==> src/rtl/exc_irq_controller.sv <==
// Exception/interrupt sequencer: latches IRQs, arbitrates sync exceptions over IRQs, handshakes Exc/ExcAck, tracks handler until ERet.
// Latency: 1 cycle from request to Exc; Exc held until ExcAck; no nesting while in handler.
// Optional IRQ_MASK_EN adds a per-channel enable mask (mask_we/mask_wdata) applied to arbitration.
module exc_irq_controller #(
  parameter  int N_IRQ     = 4,
  parameter  int ESTATUS_W = 4,
  localparam int ID_W      = (N_IRQ > 1) ? $clog2(N_IRQ) : 1
) (
  input  logic                 clk,
  input  logic                 reset,
`ifdef IRQ_MASK_EN
  input  logic                 mask_we,
  input  logic [N_IRQ-1:0]     mask_wdata,
`endif
  input  logic [N_IRQ-1:0]     ExtIRQ,
  input  logic                 SyncExc,
  input  logic [ESTATUS_W-1:0] SyncCode,
  input  logic                 ERet,
  input  logic                 ExcAck,
  output logic                 Exc,
  output logic [ESTATUS_W-1:0] EStatus,
  output logic [N_IRQ-1:0]     ExtIAck,
  output logic [ID_W-1:0]      IrqId,
  output logic                 InHandler
);

  localparam int CODE_W = ESTATUS_W - 1;

  typedef enum logic [1:0] {IDLE, REQ, HANDLER} state_t;

  state_t                 state_q, state_d;
  logic [N_IRQ-1:0]       pending_q, pending_d;
  logic [N_IRQ-1:0]       enabled;
  logic [N_IRQ-1:0]       ack_d;
  logic                   exc_d;
  logic                   in_handler_d;
  logic [ESTATUS_W-1:0]   estatus_d;
  logic [ID_W-1:0]        irq_id_d;
  logic [ID_W-1:0]        arb_id;
  logic                   arb_vld;

`ifdef IRQ_MASK_EN
  logic [N_IRQ-1:0] mask_q;

  always_ff @(posedge clk) begin
    if (!reset)
      mask_q <= '1;
    else if (mask_we)
      mask_q <= mask_wdata;
  end

  // Masked channels keep latching; the mask only hides them from arbitration.
  assign enabled = (pending_q | ExtIRQ) & mask_q;
`else
  assign enabled = pending_q | ExtIRQ;
`endif

  // Lowest index wins: scan downward so the last hit is the smallest channel.
  always_comb begin
    arb_vld = 1'b0;
    arb_id  = '0;
    for (int i = N_IRQ - 1; i >= 0; i--) begin
      if (enabled[i]) begin
        arb_vld = 1'b1;
        arb_id  = ID_W'(i);
      end
    end
  end

  always_comb begin
    state_d      = state_q;
    exc_d        = Exc;
    estatus_d    = EStatus;
    irq_id_d     = IrqId;
    in_handler_d = InHandler;
    ack_d        = '0;
    case (state_q)
      IDLE: begin
        if (SyncExc) begin
          state_d   = REQ;
          exc_d     = 1'b1;
          estatus_d = SyncCode;
        end else if (arb_vld) begin
          state_d   = REQ;
          exc_d     = 1'b1;
          estatus_d = {1'b1, CODE_W'(arb_id)};
          irq_id_d  = arb_id;
        end
      end
      REQ: begin
        if (ExcAck) begin
          state_d      = HANDLER;
          exc_d        = 1'b0;
          in_handler_d = 1'b1;
          if (EStatus[ESTATUS_W-1])
            ack_d = N_IRQ'(1) << IrqId;
        end
      end
      HANDLER: begin
        if (ERet) begin
          state_d      = IDLE;
          in_handler_d = 1'b0;
        end
      end
      default: state_d = IDLE;
    endcase
  end

  // The ack clears its channel on the same edge it is raised, overriding a new set.
  assign pending_d = (pending_q | ExtIRQ) & ~ack_d;

  always_ff @(posedge clk) begin
    if (!reset) begin
      state_q   <= IDLE;
      pending_q <= '0;
      Exc       <= 1'b0;
      EStatus   <= '0;
      ExtIAck   <= '0;
      IrqId     <= '0;
      InHandler <= 1'b0;
    end else begin
      state_q   <= state_d;
      pending_q <= pending_d;
      Exc       <= exc_d;
      EStatus   <= estatus_d;
      ExtIAck   <= ack_d;
      IrqId     <= irq_id_d;
      InHandler <= in_handler_d;
    end
  end

endmodule

==> config.mk <==
export PLATFORM = sky130hd
export DESIGN_NAME = exc_irq_controller
export DESIGN_NICKNAME = d
export VERILOG_FILES = /design/src/rtl/exc_irq_controller.sv
export SDC_FILE = /design/constraint.sdc
export NUM_CORES = 1
export LEC_CHECK = 0
export CORE_MARGIN = 2
export CORE_UTILIZATION = 45
export CTS_CLUSTER_DIAMETER = 200
export DETAILED_ROUTE_END_ITERATION = 7
export PLACE_DENSITY_LB_ADDON = 0.25
export SLEW_MARGIN = 10
export SYNTH_ARGS = -nofsm -noshare
export SYNTH_HDL_FRONTEND = slang
export SYNTH_SLANG_ARGS = --single-unit
==> constraint.sdc <==
create_clock -name clk -period 4.88 [get_ports clk]
set_clock_uncertainty 0.2 [all_clocks]
set_input_delay 0.976 -clock clk [delete_from_list [all_inputs] [get_ports clk]]
set_output_delay 0.976 -clock clk [all_outputs]
set_load 0.01 [all_outputs]
==> metrics.txt, run 1 <==
setup violators final 0; Max VDD drop 0.239 mV; Clock Latency Late Sink roughly 0.3 ns; largest cells by area after synthesis dfxtp_1 (51%), nor2_1 (5.8%), nor3_1 (5.7%); count leader, synth dfxtp_1; die area 1910 um^2; syn_nets 94; Leak ~0.35 nW; Antenna Nets Post-Route 0; final net count 118; r2r setup slk roughly 3 ns; measured slew at the worst slew-check pin roughly 0.57 ns; Synth Register Bits 18; synth cell count leaders dfxtp_1 (18), nor2_1 (11), nor3_1 (8); CTS H-tree depth 1; DRC Markers 0; synthesized area about 710 um^2; CTS hold repair buffers 0; vias in the first global route about 640; Seq/Total Area, Yosys 0.509; Detailed Place HPWL about 1100 um; WHS Endpoint Exc; Fin. Hold Viols 0; R2R Path End EStatus[3]; diode count 0; Slew Limit Fails 0; drt wl/cell approximately 13 um; cell count of the worst reg-to-reg path 3; total grt overflow 0; Reg clk slew, reported paths roughly 0.10 ns; CP delay by family, top simple AND/OR/NAND/NOR gates; clock tree buffer depth 2; area grow syn2layout 39.0%; crit path DAT about 2.7 ns; CTS root buf clkbuf_4; Worst Setup End Kind flip-flop; count of cell types in the netlist 27; initial antenna violation count 0; layout cells sized above 1 0.0673; Yosys Warn Count 0; Min-Delay Path Class flip-flop to flip-flop; critical path fanouts, max 6; Setup WS pre-CTS 1.89 ns; EDFF count, synth 0; CTS tree built; WS Path Type input port to flip-flop; Post-CTS Resized 0; Main synth FF type dfxtp_1; first-pass GRT wire length around 2600 um; Fin Hold WS between 0.2 and 0.3 ns; Setup Total Neg Slack 0 ns; Synth Instances approximately 80; DRT Wirelength between 1500 and 2000 um; CTS buffer count 3; relative max-transition margin 0.622; unrepaired setup endpoints after global routing false; initial DRC count 10; Layout Cells excl Fill 120; DIE HEIGHT roughly 44 um; Initial Util 0.476; Die W about 44 um; status finished clean; Setup WS post-layout 2.18 ns; post-CTS setup buffers 0; largest net degree at the start of global routing 11; Max-Cap Viols 0; ys async rst share 0; fmax roughly 0.37 GHz; crit path time final between 2 and 3 ns; hold_sp Exc; Critical Path RT 4.88 ns; Synth area leader dfxtp_1; Max stage delay cell, worst path or4_1; CP peak stage delay roughly 0.65 ns; clk sink count 18; PortBufs 24; post-synth top area share 0.509; placed insts ~120; Tot Pwr approximately 0.31 mW; syn_area_per_cell 8.74 um^2; worst r2r src pending_q[0]; RD Place Congestion around 0.74; DR vias roughly 680; CP startpoint kind input port; GRT Util Overall 0.187; final period utilization 0.552; num ports 25; CORE AREA approximately 1500 um^2; Site Rows 14; Vias/cell ~5.7; WP buf/inv 1; Hold Path Depth 2; CP Cell Sequence clkdlybuf4s50_1, or4_1, o31a_1, o221a_2; Pre-antenna DRT Iters 4; Pwr Density ~320 nW/um^2
## cell usage in the layout (no fill, tap or decap)
master           synthesis  layout
a2111oi_0                1       1
a211oi_1                 1       1
a21oi_1                  4       4
a21oi_2                  1       1
a22oi_1                  1       1
a311oi_1                 3       3
a31oi_1                  1       1
clkbuf_4                 0       3
clkbuf_8                 0       1
clkdlybuf4s50_1          0      24
clkinv_1                 1       1
dfxtp_1                 18      18
inv_1                    2       2
nand2_1                  6       6
nand2b_1                 1       1
nand2b_4                 1       1
nand3_1                  3       3
nor2_1                  11      11
nor3_1                   8       8
nor3b_1                  1       1
nor4_1                   1       1
nor4b_1                  1       1
o21ai_0                  3       3
o221a_2                  1       1
o22ai_1                  2       2
o31a_1                   1       1
o31ai_1                  1       1
or4_1                    2       2
## worst max path at each step
| stage | to | start | depth (start not counted) | slack [ns] |
|---|---|---|---|---|
| final | EStatus[3] | ExtIRQ[0] | 4 | 2.18 |
| after detailed placement | EStatus[3] | ExtIRQ[0] | 4 | 1.89 |
| after CTS | EStatus[3] | ExtIRQ[0] | 4 | 2.19 |
| after global placement | EStatus[3] | ExtIRQ[0] | 4 | 1.92 |
| after global routing | EStatus[3] | ExtIRQ[0] | 4 | 2.14 |
| after floorplan | EStatus[3] | ExtIRQ[0] | 4 | 2.39 |
## tightest hold or removal path: stages (launching register included)
cell     delay [ns]
dfxtp_1        0.32
nand2_1        0.05
o22ai_1        0.06
## cells by family (layout without fill, tap and decap cells)
family | count (synthesis) | in the layout | synth area share
AOI/OAI and AO/OA | 20 | 20 | 0.198
buffers and inverters | 8 | 31 | 0.0442
DFF | 18 | 18 | 0.509
and+or+nand+nor | 35 | 35 | 0.249
## sequential cells by signal, indices dropped and copies added, names as in the netlist
name and count:
pending_q 4, Exc 1, state_q 2, IrqId 2
EStatus 4, ExtIAck 4, InHandler 1
## routing by layer
metal  vias up  global-route usage  share of wire  wire length (um)
met1       306               0.230           0.43               668
met3         5              0.0250          0.061                95
met4         0               0.109          0.024                38
li1        341                   -              -                 -
met2        26               0.312           0.49               757
met5         -                   0              0                 0
## through the flow
step	util	cell area [um^2]
finish	0.661	985
global route	0.661	985
CTS	0.661	985
detailed placement	0.637	948
global placement	0.637	948
floorplan	-	708
## report_power, final
| group | total, mW | internal (mW) | switching, mW |
|---|---|---|---|
| Combinational | 0.0548 | 0.0305 | 0.0243 |
| Clock | 0.0921 | 0.0455 | 0.0465 |
| Sequential | 0.166 | 0.157 | 0.00865 |
| Total | 0.312 | 0.233 | 0.0795 |
## cell type report
type,instances,area (um^2)
fill,125,504
multi-input combinational,55,317
tap,16,20.0
inverter,3,11.3
timing repair buffer,24,240
sequential,18,360
clock buffer,4,36.3
Note: power is estimated with default switching activity, not from simulation.
==> run 2: changes to the inputs <==
--- a/config.mk
+++ b/config.mk
@@ -6,7 +6,7 @@
 export NUM_CORES = 1
 export LEC_CHECK = 0
 export CORE_MARGIN = 2
-export CORE_UTILIZATION = 45
+export CORE_UTILIZATION = 42
 export CTS_CLUSTER_DIAMETER = 200
 export DETAILED_ROUTE_END_ITERATION = 7
 export PLACE_DENSITY_LB_ADDON = 0.25
==> constraint.sdc (replaced) <==
create_clock -name clk -period 2.7 [get_ports clk]
set_clock_uncertainty 0.2 [all_clocks]
set_input_delay 0.54 -clock clk [delete_from_list [all_inputs] [get_ports clk]]
set_output_delay 0.54 -clock clk [all_outputs]
set_load 0.01 [all_outputs]
==> run 2 against run 1 <==
Sequential share of layout area is 0.55 points lower. Clock-buffer cell count is the same. First-iteration DRC count down 10%. Flip-flop and latch count unchanged. Utilization down 1.3 points. Design area rose by 1.5%. Via count shrank 0.29%. Worst setup slack got worse by 1.6 ns. Combinational power is 82% higher. Power increased by 79%. Global-route usage is 1.2 points lower. Worst hold slack better by 0.011 ns. Largest cell class unchanged.
==> metrics.txt, run 2 (synthesized netlist as in run 1, its figures left out) <==
Worst Setup End Kind flip-flop; r2r setup slk 0.92 ns (-2.07 ns); final period utilization 0.798; Detailed Place HPWL 1160 um (+2.9%); CTS root buf clkbuf_4; Fin. Hold Viols 0 (unchanged); RD Place Congestion 0.765 (+2.9%); commonest non-fill, non-tap cell in the layout clkdlybuf4s50_1; CTS tree built; total grt overflow 0 (unchanged); biggest regs EStatus (4), ExtIAck (4), pending_q (4); relative max-transition margin 0.748 (+0.126); clock tree buffer depth 2 (unchanged); largest net degree at the start of global routing 11 (unchanged); hold_sp Exc; Critical Path RT 2.69 ns (-2.19 ns); Site Rows 14 (unchanged); unrepaired setup endpoints after global routing false; Fin Hold WS 0.286 ns (+0.0111 ns); Max VDD drop 0.364 mV (+53%); final core utilization 0.649 (-0.0128); Max-Cap Viols 0 (unchanged); critical path fanouts, max 5 (-1); PortBufs 24 (unchanged); Antenna Nets Post-Route 0 (unchanged); drt wl/cell 12.7 um (-2.6%); CP peak stage delay 0.61 ns (-0.04 ns); Initial Util 0.459 (-0.0162); DRT Wirelength 1550 um (-0.96%); CORE AREA 1540 um^2 (+3.5%); fmax between 0.4 and 0.5 GHz; status finished clean; Min-Delay Path Class flip-flop to flip-flop; CP delay by family, top simple AND/OR/NAND/NOR gates; WS Path Type input port to flip-flop; crit path time final 2.15 ns; met2 routed WL 728 um (-3.8%); initial DRC count 9 (-1); Vias/cell 5.54 (-1.9%); crit path DAT 2.14 ns (-0.55 ns); Slew Limit Fails 0 (unchanged); initial antenna violation count 0 (unchanged); die area 2030 um^2 (+6.5%); num ports 25 (unchanged); routed length on met1 675 um (+1.0%); stages on the worst setup path 4 (unchanged); Post-CTS Resized 0 (unchanged); Clock Latency Late Sink 0.29 ns (about the same); cell count of the worst reg-to-reg path 3 (unchanged); area grow syn2layout 41.2%; Crit. Startpoint ExtIRQ[3]; CTS buffer count 3 (unchanged); layout cells sized above 1 0.0849 (+0.0176); R2R Path End EStatus[3]; clk sink count 18 (unchanged); CTS hold repair buffers 0 (unchanged); CP Cell Sequence clkdlybuf4s50_1, or4_1, o31a_1, o221a_2; diode count 0 (unchanged); vias in the first global route 635 (-0.47%); commonest cells after routing, fill and taps aside clkdlybuf4s50_1 (24), dfxtp_1 (18), nor2_1 (11), nor3_1 (8), nand2_1 (6); Pwr Density 560 nW/um^2 (+76%); measured slew at the worst slew-check pin 0.368 ns (-0.197 ns); WP buf/inv 1 (unchanged); post-CTS setup buffers 0 (unchanged); Multi-input gate area 317 um^2 (unchanged); Pre-antenna DRT Iters 4 (unchanged); Max stage delay cell, worst path or4_1; final net count 120 (+1.7%); setup violators final 0 (unchanged); DRC Markers 0 (unchanged); GRT Util Overall 0.175 (-0.0125); Setup Total Neg Slack 0 ns (unchanged); CTS H-tree depth 1 (unchanged); Leak 0.360 nW (+2.8%); first-pass GRT wire length 2630 um (+0.23%); critical path endpoint EStatus[3]; Reg clk slew, reported paths 0.10 ns (about the same); max layer used met4; worst r2r src pending_q[3]; Fillers 133 (+6.4%); Die W 45.1 um (+3.2%); DIE HEIGHT 45.1 um (+3.2%); DR vias 676 (-0.29%); wire length on met3 129 um (+36%); CP startpoint kind input port; Reg area 360 um^2 (unchanged)
-- run 2: cell type report --
class	count	share of cell area
multi-input cells	55	0.317
flip-flops and latches	18	0.360
well taps	16	0.0200
clock buffers	4	0.0363
repair buffers	26	0.255
inverters	3	0.0113
-- run 2: worst min path at each step --
stage                     cells after the start    endpoint  slack [ns]
after floorplan                               2         Exc        0.29
after global placement                        2         Exc        0.27
after detailed placement                      2         Exc        0.28
after CTS                                     2         Exc        0.29
after global routing                          2  EStatus[2]        0.31
final                                         2         Exc        0.29
-- run 2: metal layers --
layer,track usage,vias to the layer above
met1,0.219,307
met5,0,-
li1,-,341
met3,0.0760,2
met4,0.0353,0
met2,0.280,26
-- run 2: worst reg2reg max path: stages (launching register included) --
cell and delay, ns:
dfxtp_1 0.32, or4_1 0.58, o31a_1 0.33, o221a_2 0.26
-- run 2: metrics by stage --
step	cells	setup WS [ns]	instance area, um^2	power [mW]
2_1_floorplan	81	0.647	708	0.354
3_3_place_gp	118	0.264	963	0.404
3_5_place_dp	118	0.246	963	0.405
4_1_cts	122	0.558	1000	0.567
5_1_grt	122	0.501	1000	0.595
6_report	122	0.545	1000	0.560
-- run 2: power by group --
group,switching (mW),internal [mW],leakage [nW]
combinational,0.0437,0.0565,0.191
clock,0.0785,0.0821,0.0210
sequential,0.0154,0.284,0.148
total,0.138,0.422,0.360
